===== src/rtl/osc_sweep_if.sv =====
// Result channel of osc_sweep_ctrl: one classification per swept vector,
// moved with a valid/ready handshake.
interface osc_sweep_if #(
    parameter int N  = 8,
    parameter int CW = 5
);
    logic          res_valid;
    logic          res_ready;
    logic [N-1:0]  res_vec;
    logic [CW-1:0] res_toggles;
    logic          res_osc;

    modport master (
        output res_valid, res_vec, res_toggles, res_osc,
        input  res_ready
    );

    modport slave (
        input  res_valid, res_vec, res_toggles, res_osc,
        output res_ready
    );
endinterface


===== src/rtl/osc_sweep_ctrl.sv =====
// Exhaustive input sweep for a combinational block: drive each vector, let it
// settle, count synchronised probe transitions over a window, report the result.
module osc_sweep_ctrl #(
    parameter int N       = 8,
    parameter int SETTLE  = 4,
    parameter int WINDOW  = 16,
    parameter int OSC_THR = 2
) (
    input  logic         clk,
    input  logic         rst_n,
    input  logic         start,
    input  logic         abort,
    output logic [N-1:0] vec_out,
    input  logic         probe_in,
    output logic         busy,
    output logic         done,
    osc_sweep_if.master  res,
    output logic [N:0]   osc_count
);
    localparam int CW  = $clog2(WINDOW + 1);
    localparam int SCW = $clog2(SETTLE + 1);

    localparam logic [2:0] S_IDLE    = 3'd0;
    localparam logic [2:0] S_APPLY   = 3'd1;
    localparam logic [2:0] S_OBSERVE = 3'd2;
    localparam logic [2:0] S_REPORT  = 3'd3;
    localparam logic [2:0] S_DONE    = 3'd4;

    localparam logic [SCW-1:0] SETTLE_LAST = SCW'(SETTLE - 1);
    localparam logic [CW-1:0]  WIN_LAST    = CW'(WINDOW - 1);
    localparam logic [CW-1:0]  WIN_MAX     = CW'(WINDOW);
    localparam logic [CW-1:0]  THR         = CW'(OSC_THR);

    logic [2:0]     r_state;
    logic [N-1:0]   r_vec;
    logic [N:0]     r_osc_count;
    logic [SCW-1:0] r_settle_cnt;
    logic [CW-1:0]  r_win_cnt;
    logic [CW-1:0]  r_toggles;
    logic           r_sync1;
    logic           r_sync2;
    logic           r_prev;
    logic [N-1:0]   r_res_vec;
    logic [CW-1:0]  r_res_toggles;
    logic           r_res_osc;

    logic           w_edge;
    logic [CW-1:0]  w_tog_next;

    // NOTE: non-blocking assignments so both flops shift on the same edge;
    // blocking would collapse the two stages into one.
    always_ff @(posedge clk or negedge rst_n) begin
        if (!rst_n) begin
            r_sync1 <= 1'b0;
            r_sync2 <= 1'b0;
        end else begin
            r_sync1 <= probe_in;
            r_sync2 <= r_sync1;
        end
    end

    assign w_edge     = r_sync2 ^ r_prev;
    assign w_tog_next = (w_edge && (r_toggles != WIN_MAX)) ? r_toggles + 1'b1 : r_toggles;

    always_ff @(posedge clk or negedge rst_n) begin
        if (!rst_n) begin
            r_state       <= S_IDLE;
            r_vec         <= '0;
            r_osc_count   <= '0;
            r_settle_cnt  <= '0;
            r_win_cnt     <= '0;
            r_toggles     <= '0;
            r_prev        <= 1'b0;
            r_res_vec     <= '0;
            r_res_toggles <= '0;
            r_res_osc     <= 1'b0;
        end else if (abort) begin
            r_state <= S_IDLE;
        end else begin
            // NOTE: the default arm returns to IDLE so an illegal encoding
            // cannot wedge the sequencer.
            case (r_state)
                S_IDLE: begin
                    if (start) begin
                        r_state      <= S_APPLY;
                        r_vec        <= '0;
                        r_osc_count  <= '0;
                        r_settle_cnt <= '0;
                    end
                end
                S_APPLY: begin
                    if (r_settle_cnt == SETTLE_LAST) begin
                        // Seed the edge detector so window entry is never an edge.
                        r_state   <= S_OBSERVE;
                        r_prev    <= r_sync2;
                        r_toggles <= '0;
                        r_win_cnt <= '0;
                    end else begin
                        r_settle_cnt <= r_settle_cnt + 1'b1;
                    end
                end
                S_OBSERVE: begin
                    r_prev    <= r_sync2;
                    r_toggles <= w_tog_next;
                    if (r_win_cnt == WIN_LAST) begin
                        r_state       <= S_REPORT;
                        r_res_vec     <= r_vec;
                        r_res_toggles <= w_tog_next;
                        r_res_osc     <= (w_tog_next >= THR);
                    end else begin
                        r_win_cnt <= r_win_cnt + 1'b1;
                    end
                end
                S_REPORT: begin
                    if (res.res_ready) begin
                        r_osc_count <= r_osc_count + {{N{1'b0}}, r_res_osc};
                        if (r_vec == '1) begin
                            r_state <= S_DONE;
                        end else begin
                            r_vec        <= r_vec + 1'b1;
                            r_settle_cnt <= '0;
                            r_state      <= S_APPLY;
                        end
                    end
                end
                S_DONE:  r_state <= S_IDLE;
                default: r_state <= S_IDLE;
            endcase
        end
    end

    assign vec_out         = r_vec;
    assign busy            = (r_state != S_IDLE);
    assign done            = (r_state == S_DONE);
    assign osc_count       = r_osc_count;
    assign res.res_valid   = (r_state == S_REPORT);
    assign res.res_vec     = r_res_vec;
    assign res.res_toggles = r_res_toggles;
    assign res.res_osc     = r_res_osc;

endmodule

===== src/flat_wrapper.sv =====
// flat-port wrapper written by rule: the top's interface ports become plain ports
module osc_sweep_ctrl_flat 
#(
    parameter int N       = 8,
    parameter int SETTLE  = 4,
    parameter int WINDOW  = 16,
    parameter int OSC_THR = 2
)
  (clk, rst_n, start, abort, vec_out, probe_in, busy, done, osc_count, res_res_valid, res_res_vec, res_res_toggles, res_res_osc, res_res_ready);
  osc_sweep_if #(.N(N)) res_i ();
  input  logic clk;
  input  logic rst_n;
  input  logic start;
  input  logic abort;
  output logic [N-1:0] vec_out;
  input  logic probe_in;
  output logic busy;
  output logic done;
  output logic [N:0] osc_count;
  output wire logic [$bits(res_i.res_valid)-1:0] res_res_valid;
  output wire logic [$bits(res_i.res_vec)-1:0] res_res_vec;
  output wire logic [$bits(res_i.res_toggles)-1:0] res_res_toggles;
  output wire logic [$bits(res_i.res_osc)-1:0] res_res_osc;
  input wire logic [$bits(res_i.res_ready)-1:0] res_res_ready;
  assign res_res_valid = res_i.res_valid;
  assign res_res_vec = res_i.res_vec;
  assign res_res_toggles = res_i.res_toggles;
  assign res_res_osc = res_i.res_osc;
  assign res_i.res_ready = res_res_ready;
  osc_sweep_ctrl #(.N(N), .SETTLE(SETTLE), .WINDOW(WINDOW), .OSC_THR(OSC_THR)) u_core (.clk(clk), .rst_n(rst_n), .start(start), .abort(abort), .vec_out(vec_out), .probe_in(probe_in), .busy(busy), .done(done), .res(res_i), .osc_count(osc_count));
endmodule

===== config.mk =====
export PLATFORM = sky130hd
export DESIGN_NAME = osc_sweep_ctrl_flat
export DESIGN_NICKNAME = d
export VERILOG_FILES = /design/src/rtl/osc_sweep_if.sv /design/src/rtl/osc_sweep_ctrl.sv /design/src/flat_wrapper.sv
export SDC_FILE = /design/constraint.sdc
export NUM_CORES = 1
export LEC_CHECK = 0
export ABC_AREA = 0
export CAP_MARGIN = 5
export CORE_ASPECT_RATIO = 1.2
export CORE_MARGIN = 1
export CORE_UTILIZATION = 57
export DETAILED_ROUTE_END_ITERATION = 8
export PLACE_DENSITY_LB_ADDON = 0.05
export SYNTH_ARGS = -nofsm -noshare
export SYNTH_HDL_FRONTEND = slang
export SYNTH_SLANG_ARGS = --single-unit

===== constraint.sdc =====
create_clock -name clk -period 3.77 [get_ports clk]
set_input_delay 0.377 -clock clk [delete_from_list [all_inputs] [get_ports clk]]
set_output_delay 0.377 -clock clk [all_outputs]
set_load 0.01 [all_outputs]

## After elaboration in Yosys (flattened, before gate mapping)

Cells that the tools add are included.

- Register bits after elaboration: 50
- Input port bits: 6
- Output and inout bits: 34
- Word-level logic and storage cells: 77

- Add/sub/neg operators: 5
- $lt $le $gt $ge: 1
- Eq/ne operators: 18
- Mux-type cells: 26
- Bitwise logic cells: 2
- Reduce and logical (&&, ||, !) cells: 13

Operators by type and width:

| kind | count |
|---|---|
| $mux W3 | 10 |
| $mux W8 | 3 |
| $pmux W5 S2 | 2 |
| $mux W9 | 2 |
| $pmux W9 S2 | 1 |
| $pmux W8 S2 | 1 |
| $mux W5 | 3 |
| $pmux W3 S4 | 1 |
| $reduce_and A4 Y1 | 3 |
| $add A5 B1 Y5 const B | 2 |
| $add A9 B1 Y9 | 1 |
| $eq A3 B2 Y1 const B | 3 |
| $ne A3 B2 Y1 const B | 3 |
| $pmux W3 S3 | 1 |
| $add A8 B1 Y8 const B | 1 |
| $eq A8 B8 Y1 const B | 1 |
| $ne A2 B2 Y1 const B | 4 |
| $reduce_and A3 Y1 | 2 |
| $reduce_and A6 Y1 | 1 |
| $reduce_bool A3 Y1 | 2 |
| $eq A5 B4 Y1 const B | 1 |
| $ge A5 B2 Y1 const B | 1 |
| $ne A5 B5 Y1 const B | 1 |
| $reduce_and A5 Y1 | 1 |
| other kinds (12) | 14 |

## Logic depth before layout (Yosys ltp)

- Word-level depth: 5
- Gate-level depth with buffers: 7
- Gate-level depth less buffers: 7

## Worst setup path after synthesis

OpenSTA, ideal clock, no wires.

- Kind: register -> register
- From: register u_core.r_win_cnt[0]
- To: register u_core.r_state[0]
- Library setup time: 0.138 ns
- Arrival time: 1.671 ns
- Required time: 3.632 ns
- Path slack: 1.961 ns
- Stages on the path, launching flop included: 7
- Path buffers: 0
- Period minus slack after synthesis: 1.809 ns
- Cells stage by stage: dfrtp_1 ha_1 and3_1 ha_1 mux4_2 o21ai_0 a31oi_1

- Longest elaborated chain between the ends: 3

Ends and longest elaborated chain:

| what | line | RTL |
|---|---|---|
| start: declaration | osc_sweep_ctrl.sv:38 | `logic [CW-1:0] r_win_cnt;` |
| start signal: assignment | osc_sweep_ctrl.sv:111 | `r_win_cnt <= r_win_cnt + 1'b1;` |
| $eq A5 B4 Y1 | osc_sweep_ctrl.sv:105 | `if (r_win_cnt == WIN_LAST) begin` |
| $ne A3 B2 Y1 (no source line) | n/a |  |
| $reduce_and A4 Y1 (no source line) | n/a |  |
| end signal: assignment | osc_sweep_ctrl.sv:106 | `r_state <= S_REPORT;` |
| end signal: assignment | osc_sweep_ctrl.sv:118 | `r_state <= S_DONE;` |
| end signal: assignment | osc_sweep_ctrl.sv:122 | `r_state <= S_APPLY;` |
| end: declaration | osc_sweep_ctrl.sv:34 | `logic [2:0] r_state;` |

No other way between the ends.
A chain may end at the register's enable or synchronous reset.

## Worst setup path in the final report

- From: register u_core.r_state[0]
- To: output port res_res_valid

- Longest elaborated chain between the ends: 1

Ends and longest elaborated chain:

| what | line | RTL |
|---|---|---|
| start signal: assignment | osc_sweep_ctrl.sv:67 | `r_state <= S_IDLE;` |
| start signal: assignment | osc_sweep_ctrl.sv:78 | `r_state <= S_IDLE;` |
| start signal: assignment | osc_sweep_ctrl.sv:85 | `r_state <= S_APPLY;` |
| $eq A3 B2 Y1 | osc_sweep_ctrl.sv:136 | `assign res.res_valid = (r_state == S_REPORT);` |
| end: declaration | flat_wrapper.sv:20 | `output wire logic [$bits(res_i.res_valid)-1:0] res_res_valid;` |

No other way between the ends.

==> reports/qor.yml <==
avgViaCountPerCell: 5.89
syn_area_per_cell_um2: 10.2
synth_edf_count: 0
cts-root-buf: "clkbuf_8"
period_needed_ps: 2690
postCtsSetupRepairBufs: 0
yosys.area.top_type: "dfrtp_1"
grt_pass1_wl_mm: 8.63
fmax_mhz: 372
finalCritPeriodShare_pct: 71.4
design.core.area_um2: 4260
p_leak_nw: 1.36
layout-drive-gt1-share_pct: 9.25
hp-class: "flop to flop"
path_clk_slew_ps: 90
crit_fanout: 19
dp_hpwl_mm: 3.64
drc: 0
status: "finished, final reports clean"
antenna_found_initial: 0
critPathTopFamily: "buffers and inverters"
grt_max_degree: 38
grt_setup_unrepaired: "no"
synth.top_cell.area_share_pct: 49.3
clk_path_buf_depth: 2
drtPass1Iterations: 4
dp_slack_ps: 1440
ant_nets: 0
end_kind: "primary output"
yosys_warnings: 0
grt_pass1_vias: 1932
synth_seq_area_share_pct: 49.3
syn2layout_area_growth_pct: 20.7
wire_per_inst_um: 14.8
worstSetupStartpointType: "flop"
cts_tree: "yes"
totalNegativeSetupSlack_ps: 0
nNetsFinal: 306
finalWirelength_mm: 5.14
cpMaxStageDelayCell: "dfrtp_1"
syn_nets: 265
drv_cap: 0
ys_seq_elements: 50
final-setup-viol-count: 0
syn_area_um2: 2540
yosys-top-cells-area: "dfrtp_1 (49%), o21ai_0 (5.1%), mux2_2 (4.9%)"
slowest_delay_ps: 690
num_rows: 26
diodes: 0
slew_headroom_pct: 54.3
finClkSkew_ps: 8.86
ys.flop_type: "dfrtp_1"
worst_pin_slew_ps: 678
drtIter0Drc: 143
routabilityCongestion: 0.829
cts.sinks: 50
cp.required_ps: 3390
maxSlewViolCount: 0
synthDistinctLibCells: 49
hold_viol: 0
ctsHtreeMaxLevel: 2
fp.dieH_um: 75.1
die_x_um: 62.9
dieArea_um2: 4730
vdd_drop_max_v: 0.000270
gr-usage-all-layers_pct: 23.5
cellPowerDensity_nw_per_um2: 317
worstSkewPairLatency_ps: 300
synthCells: 250
setup_slack_ps: 1080
cp.arrival_ps: 2310
io_pins: 40
path_class: "flop to primary output"
crit_buf_inv: 2
initial_core_util_pct: 59.6
cts_made_buffers: 5
cp_cell_sequence: "nand3b_1 > clkinv_1 > clkdlybuf4s50_1"
synthArstFlopShare_pct: 100
dr_total_vias: 2050
grt_overflow_total: 0
n_fill_cell: 341
port_buffers: 39
[timing repair]
action,CTS,global route
endpoints found under the hold margin,13,0
resized for setup,0,0
hold buffers,1,0
[area by class of cell]
type	count	area (um^2)	share of cell area (%)
well taps	56	70.1	2.29
multi-input cells	184	1210	39.5
clock buffers	6	82.6	2.70
inverters	9	33.8	1.10
clock inverters	2	12.5	0.408
repair buffers	41	403	13.2
flip-flops and latches	50	1250	40.8
[synth_stat cells (all sizes together) (2+ instances only)]
library cell	n
dfrtp	50
o21ai	27
nand2	25
nor2	15
a21oi	14
a31oi	12
and3	11
mux2	11
ha	9
inv	8
nand3	7
nor3b	6
buf	5
a21o	4
o211ai	4
xor2	4
nand4	3
o21a	3
and2	2
clkbuf	2
nand2b	2
nor2b	2
nor3	2
nor4b	2
or3	2
xnor2	2
[registers in the layout, indices dropped and copies added (netlist names), 3 cells and up]
register / flops
u_core.r_toggles: 5
u_core.vec_out: 8
u_core.r_settle_cnt: 3
u_core.r_state: 3
u_core.r_win_cnt: 5
u_core.res.res_vec: 8
u_core.res.res_toggles: 5
u_core.osc_count: 9
[cells in the final DEF (no fill, tap or decap), types with 6 or more instances in the layout]
cell,count
o21ai_0,26
ha_1,9
nand2_1,24
inv_1,8
mux2_2,11
a21oi_1,13
nor3b_1,6
clkdlybuf4s50_1,38
dfrtp_1,50
nor2_1,15
clkbuf_8,6
a31oi_1,12
nand3_1,7
and3_1,11
[worst paths after layout]
kind	slack, ps	cells after the start	end	start
worst max register to register	1620	4	u_core.r_settle_cnt[2]	u_core.r_state[0]
worst max-delay path	1080	3	res_res_valid	u_core.r_state[0]
worst min register to register	360	0	u_core.r_sync2	u_core.r_sync1
max in group asynchronous	2510	3	u_core.vec_out[1]	rst_n
min in group asynchronous	480	2	u_core.res.res_toggles[1]	rst_n
worst min-delay path	360	0	u_core.r_sync2	u_core.r_sync1
[cells by family (layout without fill, tap and decap cells)]
kind of cell	count (synthesis)	count (layout)	synth area share, %
adders and majority gates	9	9	4.44
DFF	50	50	49.3
muxes	12	12	5.77
AOI/OAI and AO/OA	72	72	17.1
buffers and inverters	16	58	3.06
xor gates and xnor gates	6	6	2.07
and+or+nand+nor	85	85	18.3
[report_power, final]
| group | switching, mW | internal (mW) |
|---|---|---|
| Clock | 0.177 | 0.148 |
| Sequential | 0.0184 | 0.549 |
| Combinational | 0.0446 | 0.0346 |
| Total | 0.240 | 0.732 |
[metrics by stage]
step           utilization (%)  instance area, um^2  power, mW  cells  hold slack [ps]
6_report                  71.9                 3060      0.972    348              361
5_1_grt                   71.9                 3060       1.01    348              364
4_1_cts                   71.9                 3060      0.979    348              362
3_5_place_dp              69.4                 2960      0.657    339              285
3_3_place_gp              69.4                 2960      0.655    339              282
2_1_floorplan                -                 2540      0.628    250             81.4
[layer usage]
layer,GRT usage [%],wire [um],vias up
met1,29.0,2380,1002
met5,0,0,-
met3,4.70,146,6
met4,10.1,57,0
met2,40.4,2560,48
li1,-,-,994
Power figures use the tool's default switching activity.
